**src/rtl/rv32i_pkg.sv**
```systemverilog
// RV32I shared definitions: instruction formats, base opcodes
// and the canonical NOP, common to the encoder and the decoder.
package rv32i_pkg;

  typedef enum logic [2:0] {
    FMT_R = 3'd0,
    FMT_I = 3'd1,
    FMT_S = 3'd2,
    FMT_B = 3'd3,
    FMT_U = 3'd4,
    FMT_J = 3'd5
  } fmt_e;

  localparam logic [6:0] OP_OP     = 7'b0110011;
  localparam logic [6:0] OP_IMM    = 7'b0010011;
  localparam logic [6:0] OP_BRANCH = 7'b1100011;
  localparam logic [6:0] OP_STORE  = 7'b0100011;
  localparam logic [6:0] OP_LUI    = 7'b0110111;
  localparam logic [6:0] OP_JAL    = 7'b1101111;

  localparam logic [31:0] NOP = 32'h0000_0013;

endpackage

```
**src/rtl/rv32i_enc_pack.sv**
```systemverilog
// Combinational RV32I field packer with optional immediate range
// check (enabled by RV32I_ENC_CHECK_EN).
module rv32i_enc_pack
  import rv32i_pkg::*;
(
  input  logic [2:0]  fmt,
  input  logic [6:0]  opcode,
  input  logic [2:0]  funct3,
  input  logic [6:0]  funct7,
  input  logic [4:0]  rd,
  input  logic [4:0]  rs1,
  input  logic [4:0]  rs2,
  input  logic [31:0] imm,
  output logic [31:0] instr,
  output logic        bad
);

  fmt_e f;
  logic illegal;
  logic range_bad;

  assign f = fmt_e'(fmt);

  // Scatter the fields into the word; illegal formats become a NOP
  always_comb begin
    instr   = NOP;
    illegal = 1'b0;
    case (f)
      FMT_R: instr = {funct7, rs2, rs1, funct3, rd, opcode};
      FMT_I: instr = {imm[11:0], rs1, funct3, rd, opcode};
      FMT_S: instr = {imm[11:5], rs2, rs1, funct3,
                      imm[4:0], opcode};
      FMT_B: instr = {imm[12], imm[10:5], rs2, rs1, funct3,
                      imm[4:1], imm[11], opcode};
      FMT_U: instr = {imm[31:12], rd, opcode};
      FMT_J: instr = {imm[20], imm[10:1], imm[11],
                      imm[19:12], rd, opcode};
      default: illegal = 1'b1;
    endcase
  end

`ifdef RV32I_ENC_CHECK_EN
  // Flag immediates that do not fit the format's field
  always_comb begin
    range_bad = 1'b0;
    case (f)
      FMT_I, FMT_S:
        range_bad = imm != {{20{imm[11]}}, imm[11:0]};
      FMT_B:
        range_bad = (imm != {{19{imm[12]}}, imm[12:0]})
                  | imm[0];
      FMT_J:
        range_bad = (imm != {{11{imm[20]}}, imm[20:0]})
                  | imm[0];
      FMT_U:
        range_bad = imm[11:0] != 12'd0;
      default:
        range_bad = 1'b0;
    endcase
  end
`else
  assign range_bad = 1'b0;
`endif

  assign bad = illegal | range_bad;

endmodule

```
**src/rtl/rv32i_enc.sv**
```systemverilog
// RV32I instruction encoder: field bundle in, packed word out through
// a 2-entry FIFO. RV32I_ENC_CHECK_EN adds immediate range checking.
module rv32i_enc
  import rv32i_pkg::*;
#(
  parameter int CNT_W = 16
) (
  input  logic             clk,
  input  logic             rst,
  input  logic             in_valid,
  output logic             in_ready,
  input  logic [2:0]       in_fmt,
  input  logic [6:0]       in_opcode,
  input  logic [2:0]       in_funct3,
  input  logic [6:0]       in_funct7,
  input  logic [4:0]       in_rd,
  input  logic [4:0]       in_rs1,
  input  logic [4:0]       in_rs2,
  input  logic [31:0]      in_imm,
  output logic             out_valid,
  input  logic             out_ready,
  output logic [31:0]      out_instr,
  output logic [CNT_W-1:0] instr_cnt,
  output logic             err,
  input  logic             clr_err
);

  logic [31:0] enc_word;
  logic        enc_bad;

  logic [31:0] mem [2];
  logic        wptr;
  logic        rptr;
  logic [1:0]  count;
  logic        push;
  logic        pop;

  rv32i_enc_pack u_pack (
    .fmt    (in_fmt),
    .opcode (in_opcode),
    .funct3 (in_funct3),
    .funct7 (in_funct7),
    .rd     (in_rd),
    .rs1    (in_rs1),
    .rs2    (in_rs2),
    .imm    (in_imm),
    .instr  (enc_word),
    .bad    (enc_bad)
  );

  // in_ready comes from the registered count only
  assign in_ready  = ~count[1];
  assign out_valid = count != 2'd0;
  assign out_instr = mem[rptr];
  assign push      = in_valid & in_ready;
  assign pop       = out_valid & out_ready;

  // FIFO storage, pointers and occupancy
  always_ff @(posedge clk or posedge rst) begin
    if (rst) begin
      mem[0] <= '0;
      mem[1] <= '0;
      wptr   <= 1'b0;
      rptr   <= 1'b0;
      count  <= 2'd0;
    end else begin
      if (push) begin
        mem[wptr] <= enc_word;
        wptr      <= ~wptr;
      end
      if (pop) rptr <= ~rptr;
      case ({push, pop})
        2'b10:   count <= count + 2'd1;
        2'b01:   count <= count - 2'd1;
        default: count <= count;
      endcase
    end
  end

  // Count words handed to the consumer, wrapping
  always_ff @(posedge clk or posedge rst) begin
    if (rst) instr_cnt <= '0;
    else if (pop) instr_cnt <= instr_cnt + CNT_W'(1);
  end

  // Sticky error; a new offending accept beats a clear
  always_ff @(posedge clk or posedge rst) begin
    if (rst) err <= 1'b0;
    else if (push & enc_bad) err <= 1'b1;
    else if (clr_err) err <= 1'b0;
  end

endmodule

```
**config.mk**
```make
export PLATFORM = sky130hd
export DESIGN_NAME = rv32i_enc
export DESIGN_NICKNAME = d
export VERILOG_FILES = /design/src/rtl/rv32i_pkg.sv /design/src/rtl/rv32i_enc_pack.sv /design/src/rtl/rv32i_enc.sv
export SDC_FILE = /design/constraint.sdc
export NUM_CORES = 1
export LEC_CHECK = 0
export BUFFER_PORTS_ARGS = -buffer_cell sky130_fd_sc_hd__buf_2
export CORE_MARGIN = 2
export CORE_UTILIZATION = 50
export CTS_CLUSTER_DIAMETER = 150
export DETAILED_ROUTE_END_ITERATION = 10
export GPL_ROUTABILITY_DRIVEN = 0
export GPL_TIMING_DRIVEN = 0
export PLACE_DENSITY = 0.77
export SLEW_MARGIN = 15
export SYNTH_ARGS = -nofsm -noshare
export SYNTH_HDL_FRONTEND = slang
export SYNTH_HIERARCHICAL = 1
export SYNTH_SLANG_ARGS = --single-unit
```
**constraint.sdc**
```tcl
create_clock -name clk -period 5.1 [get_ports clk]
set_input_delay 0.765 -clock clk [delete_from_list [all_inputs] [get_ports clk]]
set_output_delay 0.765 -clock clk [all_outputs]
set_load 0.01 [all_outputs]
```
==> Word level (Yosys, flattened, before mapping) <==
Cells that the tools add are included.
{ "op_classes": {"bitwise_logic": 8, "n_reduce_logical": 6, "eq_ne": 7, "mux": 11, "n_lt_le_gt_ge": 3, "add_sub_neg": 3} }
{ "op_table": {"columns": ["op", "count"], "rows": [
  ["$pmux 32 s6", 1],
  ["$mux 32", 4],
  ["$bwmux 64", 1],
  ["$demux 32 s1", 1],
  ["$add 16x1->16 const B", 1],
  ["$eq 3x2->1 const B", 2],
  ["$eq 3x3->1 const B", 2],
  ["$reduce_bool 2->1", 3],
  ["$reduce_or 6->1", 1],
  ["$ge 2x2->1 const B", 2],
  ["$not 1->2", 2],
  ["$pmux 2 s2", 1],
  ["$and 1x1->1", 3],
  ["$eq 3x1->1 const B", 1],
  ["$logic_not 3->1", 1],
  ["$mux 1", 3],
  ["$not 1->1", 3],
  ["$add 2x1->2 const B", 1],
  ["$eq 2x1->1 const B", 1],
  ["$eq 2x2->1 const B", 1],
  ["$lt 2x1->1 const B", 1],
  ["$sub 2x1->2 const B", 1],
  ["$logic_and 1x1->1", 1]
]} }
{ "word_totals": {"inputBits": 72, "register_bits": 85} }

==> Longest topological paths before layout <==
Gate-level depths: netlist (run 1).
{ "depth": {"word_depth": 6, "ltp_mapped": 6} }

==> Hierarchy <==
The synthesis (run 1) kept the hierarchy.
{ "modules_own_cells": {"columns": ["module", "area_each_um2", "n_inst", "cells_per_inst"], "rows": [
  ["rv32i_enc", 3678.5, 1, 254],
  ["rv32i_enc_pack", 604.3, 1, 96]
]} }

==> Worst setup path before layout (run 1) <==
OpenSTA, ideal clock, no wires.
{ "synth_path": {"path_type": "register to output", "startpoint": "reg rptr", "endpoint": "out out_instr[22]", "path_slack_ns": 3.231, "path_buffers": 2, "required_ns": 4.335, "t_arrival_ns": 1.104, "stages_incl_launch_ff": 4, "path_cell_list": "dfrtp_1 > clkbuf_1 > buf_2 > mux2_2"} }
{ "synth_via": {"elab_chain_cells": 4} }
{ "synth_rtl": {"columns": ["element", "line_no", "rtl"], "rows": [
  ["from (decl)", "rv32i_enc.sv:33", "logic rptr;"],
  ["from (signal assigned)", "rv32i_enc.sv:71", "if (pop) rptr <= ~rptr;"],
  ["$not 1->2 (implied by the code)", "rv32i_enc.sv:54", "assign out_instr = mem[rptr];"],
  ["$mux 32 (implied by the code) (3 in a row)", "rv32i_enc.sv:54", null],
  ["to (decl)", "rv32i_enc.sv:22", "output logic [31:0] out_instr,"]
]} }
No other way between the ends. The select of a mux whose other input is x is not followed.

==> Worst setup path in the final report (run 1) <==
{ "layout_path": {"startpoint": "reg rptr", "endpoint": "out out_instr[12]"} }
Same word-level chain as after synthesis.

==> impl_metrics.csv, run 1 <==
group,metric,value,unit
routing,vias,3059,
clocking,hold_buffers,0,
setup_path,cp_max_fo,10,
timing,rsz0062_at_grt,"no",
synth,synth_edf_count,0,
pwr,power.density,515,nW/um^2
layout,fin_area,5210,um^2
synth,synth_cell_types,37,
setup_path,critPathCaptureType,"primary output",
routing,drc_errors,0,
min_path,hp-class,"input pin to asynchronous set/reset pin",
timing,hold_slack,0.405,ns
timing,max_freq,391,MHz
synth,syn-cell-area,4280,um^2
routing,drt_pass1_iterations,4,
global_route,grt_first_pass_wirelength,14400,um
timing,layout_min_cycle_time,2.56,ns
clocking,cts_buffers,9,
setup_path,crit_arrival,1.80,ns
timing,finalCritPeriodShare,50.2,%
timing,fin_worst_skew,0.00931,ns
global_route,overflow,0,
die,start_util,51.9,%
global_route,grt_start_max_net_pins,59,
timing,finalSetupTns,0,ns
layout,finish.utilization,63.1,%
place,portBuffers,120,
place,post_dp_cell_area,5040,um^2
pwr,leakagePower,2.63,nW
clocking,post-cts-setup-buffers,0,
global_route,grt_pass1_vias,3049,
synth,ys_seq_elements,85,
timing,hold_viol,0,
place,dp_slack,2.89,ns
setup_path,critPathKind,"flop to primary output",
pwr,peakVddDrop,275,uV
place,dp_hpwl,6790,um
setup_path,worst_ep_required_time,4.34,ns
layout,final_cells,591,
clocking,cts_max_path_buffers,2,
die,rows,33,
global_route,antenna_found_initial,0,
die,die_w,96.6,um
clocking,cts_tree,"yes",
routing,drt_iter0_markers,100,
die,die_height,96.6,um
clocking,clkTransAtPathRegs,0.08,ns
synth,ys_async_sr_fraction,100,%
clocking,worstSkewPairLatency,0.34,ns
clocking,clock-sinks,85,
clocking,cts-htree-levels,3,
die,io_pins,123,
synth,ys_warn_count,6,
die,fp.coreArea,8260,um^2
synth,synth-seq-area-share,49.7,%
global_route,grt_use_total,20.4,%
layout,drive_above_1_share,53.1,%
synth,syn_avg_cell_area,12.2,um^2
timing,slew_violations,0,
pwr,total_power,2.68,mW
timing,tightestPinTransition,0.511,ns
routing,viasPerCell,5.18,
layout,fillers,700,
timing,finalWorstSetupSlack,2.54,ns
place,dp_cells,576,
timing,relSlewSlack,65.7,%
outcome,status,"complete, no violations",
timing,setup_violations,0,
synth,syn-num-nets,424,
routing,wl_per_cell,15.3,um
setup_path,critPathLaunchType,"flop",
layout,antenna_cells,0,
die,dieArea,9320,um^2
layout,area_growth,21.7,%
setup_path,rr_worst_depth,5,
clocking,cts_root_buf,"clkbuf_8",
routing,wl,9040,um
synth,synth_cells,350,
clocking,ctsResizeCount,0,
synth,ys.flop_type,"dfrtp_1",
routing,ant_nets,0,
run,drv_cap,0,
layout,final_nets,556,
[routing by layer]
layer  vias up  part of all wire (%)  track usage [%]
met1      1471                    44             25.9
met5         -                     0                0
met4         0                   1.2             5.28
met3        10                   6.4             5.28
li1       1490                     -                -
met2        88                    49             35.0
[layout by cell type, fill, tap and decap left out, drive strengths merged, types with 9 or more instances in the layout]
cell type | Yosys | final
a22o | 12 | 12
buf | 18 | 139
clkbuf | 1 | 12
dfrtp | 85 | 85
inv | 17 | 17
mux2 | 98 | 98
mux2i | 9 | 9
nand2 | 25 | 25
o21ai | 17 | 17
xnor2 | 13 | 13
[synth_stat cells, types with 2 or more instances]
library cell | number | area share [%]
mux2_2 | 97 | 26
dfrtp_1 | 85 | 50
nand2_1 | 25 | 2.2
inv_1 | 16 | 1.4
xnor2_1 | 13 | 2.7
a22o_1 | 12 | 2.5
buf_2 | 12 | 1.4
o21ai_0 | 10 | 1.2
mux2i_1 | 9 | 2.1
nor2_1 | 7 | 0.61
o21ai_1 | 7 | 0.82
xor2_1 | 7 | 1.4
buf_4 | 5 | 0.88
nand3_1 | 5 | 0.58
a22oi_1 | 4 | 0.70
and2_1 | 4 | 0.58
o2bb2ai_1 | 4 | 0.82
a21oi_1 | 3 | 0.35
nand2b_1 | 3 | 0.44
and3_1 | 2 | 0.29
ha_1 | 2 | 0.58
nand4_1 | 2 | 0.29
nor3_2 | 2 | 0.47
[kinds of logic (layout without fill, tap and decap cells)]
kind of cell | Yosys count | after routing | share of synthesized area [%]
and+or+nand+nor | 58 | 58 | 6.81
xor gates and xnor gates | 20 | 20 | 4.09
buffers and inverters | 36 | 172 | 4.12
DFF | 85 | 85 | 49.7
muxes | 107 | 107 | 27.9
adders and majority gates | 2 | 2 | 0.584
AOI/OAI and AO/OA | 42 | 42 | 6.87
[area by class of cell]
type	instances	area, um^2	share of cell area (%)
multi-input cells	229	1980	38.0
clock buffers	11	141	2.71
flip-flops and latches	85	2130	40.8
inverters	17	66.3	1.27
repair buffers	121	628	12.1
plain buffers	19	113	2.16
clock inverters	4	25.0	0.480
well taps	105	131	2.52
[sequential cells by signal, indices dropped and copies added (netlist names)]
register	count
instr_cnt	16
err	1
count	2
wptr	1
rptr	1
mem	64
[path summary, 6_finish.rpt]
check	startpoint	end	slack [ns]
hold / removal	rst	instr_cnt[10]	0.41
setup / recovery	rptr	out_instr[12]	2.54
hold reg to reg	instr_cnt[15]	instr_cnt[15]	0.47
setup reg to reg	count[0]	count[1]	3.33
min in group clk	instr_cnt[15]	instr_cnt[15]	0.47
max in group asynchronous	rst	mem[38]	4.10
[power by group]
group | total, mW | switching [mW] | leakage [nW] | internal, mW
clock | 0.412 | 0.226 | 0.0812 | 0.186
sequential | 1.10 | 0.153 | 1.07 | 0.951
combinational | 1.17 | 0.523 | 1.48 | 0.645
[critical path, stage by stage (launching register included)]
cell,delay (ns)
dfrtp_1,0.32
clkbuf_1,0.26
buf_2,0.34
mux2_2,0.39
buf_2,0.14
No activity file was read; power rests on OpenSTA's default activity.
==> inputs of run 2 (changes only) <==
ABC_AREA = 1   (was not set)
clock period = 2.7 ns   (was 5.1 ns; I/O delays follow)
==> run 2 against run 1 <==
Flip-flop and latch count did not move; first-iteration DRC count rose by 110%; sequential power rose by 90%; critical path depth rose by 2; via count rose by 40%; non-clock buffer count rose by 7; critical path type unchanged; critical endpoint is now out_instr[18]; largest cell class unchanged; largest power group unchanged.
==> impl_metrics.csv, run 2 <==
group,metric,value,unit
synth,synth_common_cells,"nand2_1 (259), dfrtp_1 (85), inv_1 (52), o21ai_0 (38), nand3_1 (32)",
clocking,clkTransAtPathRegs,0.09,ns
timing,rsz0062_at_grt,"no",
clocking,worstSkewPairLatency,0.35,ns
setup_path,rr_worst_depth,6,
routing,drt_pass1_iterations,4,
routing,drt_iter0_markers,207,
pwr,peakVddDrop,518,uV
routing,drc_errors,0,
setup_path,crit_chain,"clkbuf_1 -> clkinv_1 -> clkbuf_1 -> nand2_1 -> nand2_1 -> buf_2",
pwr,power.density,980,nW/um^2
outcome,status,"complete, no violations",
routing,viasPerCell,5.07,
routing,ant_nets,0,
layout,layout_commonest_cell,"nand2_1",
timing,relSlewSlack,53.4,%
synth,ys_warn_count,6,
synth,yosys-top-cells-area,"dfrtp_1 (47%), nand2_1 (21%), inv_1 (4.3%)",
routing,wl_per_cell,13.6,um
timing,max_freq,447,MHz
die,dieArea,9890,um^2
timing,fin_worst_skew,0.0147,ns
pwr,pwr-share-comb,41.4,%
layout,top_register,"mem",
clocking,hold_buffers,0,
timing,layout_min_cycle_time,2.24,ns
pwr,clkPwrFrac,20.3,%
timing,finalCritPeriodShare,82.8,%
clocking,ctsResizeCount,0,
die,fp.coreArea,8760,um^2
global_route,grt_start_max_net_pins,49,
layout,largest_reg_flops,64,
clocking,post-cts-setup-buffers,0,
timing,tightestPinTransition,0.691,ns
synth,synth_cells,598,
synth,syn-cell-area,4550,um^2
synth,syn-num-nets,672,
clocking,cts_max_path_buffers,2,
setup_path,critPathCaptureType,"primary output",
synth,synth-seq-area-share,46.7,%
layout,final_nets,805,
global_route,grt_first_pass_wirelength,19500,um
synth,synth_cell_types,31,
timing,slew_violations,0,
place,dp_hpwl,8560,um
synth,yosys.area.top_type,"dfrtp_1",
clocking,cts_buffers,9,
setup_path,r2r_end,"count[1]",
layout,drive_above_1_share,25.7,%
die,die_height,99.4,um
setup_path,cp_max_fo,10,
synth,yosysMostFrequentCell,"nand2_1",
pwr,total_power,5.45,mW
global_route,grt_pass1_vias,4283,
global_route,grt_use_total,24.3,%
pwr,internal-power,3.30,mW
pwr,power.switching,2.15,mW
synth,ys_seq_elements,85,
die,rows,34,
synth,ys_async_sr_fraction,100,%
routing,vias,4274,
synth,ys.flop_type,"dfrtp_1",
place,portBuffers,121,
die,io_pins,123,
setup_path,rrSetupSlack,1.06,ns
setup_path,critPathMaxStageDelay,0.44,ns
min_path,hp-class,"input pin to asynchronous set/reset pin",
clocking,cts-htree-levels,3,
synth,synth_edf_count,0,
layout,antenna_cells,0,
clocking,cts_root_buf,"clkbuf_8",
setup_path,critPathKind,"flop to primary output",
clocking,cts_tree,"yes",
layout,area_growth,22.2,%
setup_path,crit_arrival,1.83,ns
pwr,leakagePower,3.08,nW
setup_path,critPathLaunchType,"flop",
routing,wl,11500,um
place,post_dp_cell_area,5320,um^2
setup_path,r2r_start,"count[0]",
layout,reg_top3,"mem x64, instr_cnt x16, count x2",
timing,hold_viol,0,
synth,yosysTopAreaCellShare,46.7,%
die,start_util,52.0,%
die,die_w,99.4,um
pwr,seq_power_share,38.3,%
pwr,sw_frac_of_total,39.5,%
run,drv_cap,0,
layout,most-common-layout-cells,"nand2_1 (259), buf_2 (122), dfrtp_1 (85)",
global_route,antenna_found_initial,0,
setup_path,cp_slowest_cell,"clkbuf_1",
timing,setup_violations,0,
setup_path,worst_ep_required_time,2.30,ns
layout,fillers,769,
global_route,overflow,0,
synth,syn_avg_cell_area,7.62,um^2
clocking,clock-sinks,85,
layout,fin_area,5560,um^2
==> run 2: changes by cell type after synthesis, moves of 14 or more <==
cell | previous run | this run
inv_1 | 16 | 52
mux2_2 | 97 | 0
nand2_1 | 25 | 259
nand3_1 | 5 | 32
nor2_1 | 7 | 21
o21ai_0 | 10 | 38
o21ai_2 | 0 | 18
==> run 2: kinds of logic after synthesis <==
| group | after synthesis | synth area share, % |
|---|---|---|
| adders and majority gates | 2 | 0.549 |
| DFF | 85 | 46.7 |
| xor gates and xnor gates | 10 | 1.92 |
| buffers and inverters | 84 | 8.54 |
| AOI/OAI and AO/OA | 73 | 9.51 |
| and+or+nand+nor | 344 | 32.8 |
==> run 2: power groups by stage <==
stage          combinational (mW)  sequential, mW  clock (mW)
2_1_floorplan                1.47            2.06           0
6_report                     2.26            2.09        1.11
3_3_place_gp                 2.19            2.07           0
3_5_place_dp                 2.27            2.10           0
4_1_cts                      2.28            2.09        1.11
5_1_grt                      2.56            2.15        1.16
==> run 2: area by class of cell <==
class	instances	area [um^2]	share of cell area [%]
buffer	25	163	2.92
clock buffer	11	151	2.72
clock inverter	4	95.1	1.71
inverter	59	229	4.12
multi-input combinational	429	2040	36.6
sequential	85	2130	38.2
tap	108	135	2.43
timing repair buffer	122	626	11.2
==> run 2: metrics by stage <==
stage	util, %	hold WS [ns]	worst slack (ns)	setup TNS [ns]	cells
3_5_place_dp	60.7	0.470	0.856	0	828
5_1_grt	63.5	0.192	0.316	0	843
2_1_floorplan	-	0.453	0.102	0	598
6_report	63.5	0.132	0.463	0	843
4_1_cts	63.5	0.156	0.468	0	843
3_3_place_gp	60.4	0.464	-0.843	-71.26	827
==> run 2: worst max-delay path, delay by kind of cell, from the launching register on <==
kind	cells	cell delay [ns]
buf+inv	4	0.90
flops	1	0.37
simple gates	2	0.22
==> run 2: metal layers <==
metal	GRT usage [%]	up-vias	wire length [um]
li1	-	2123	-
met1	31.9	1998	4870
met2	41.3	135	5690
met3	4.22	18	713
met4	7.48	0	190
met5	0	-	0
==> run 2: how the worst max path moves through the flow <==
| stage | startpoint | end | cells past startpoint |
|---|---|---|---|
| detailed placement | rptr | out_instr[20] | 6 |
| global route | rptr | out_instr[1] | 6 |
| global placement | rst | mem[46] | 2 |
| finish | rptr | out_instr[18] | 6 |
| floorplan | rst | count[0] | 1 |
| CTS | rptr | out_instr[18] | 6 |
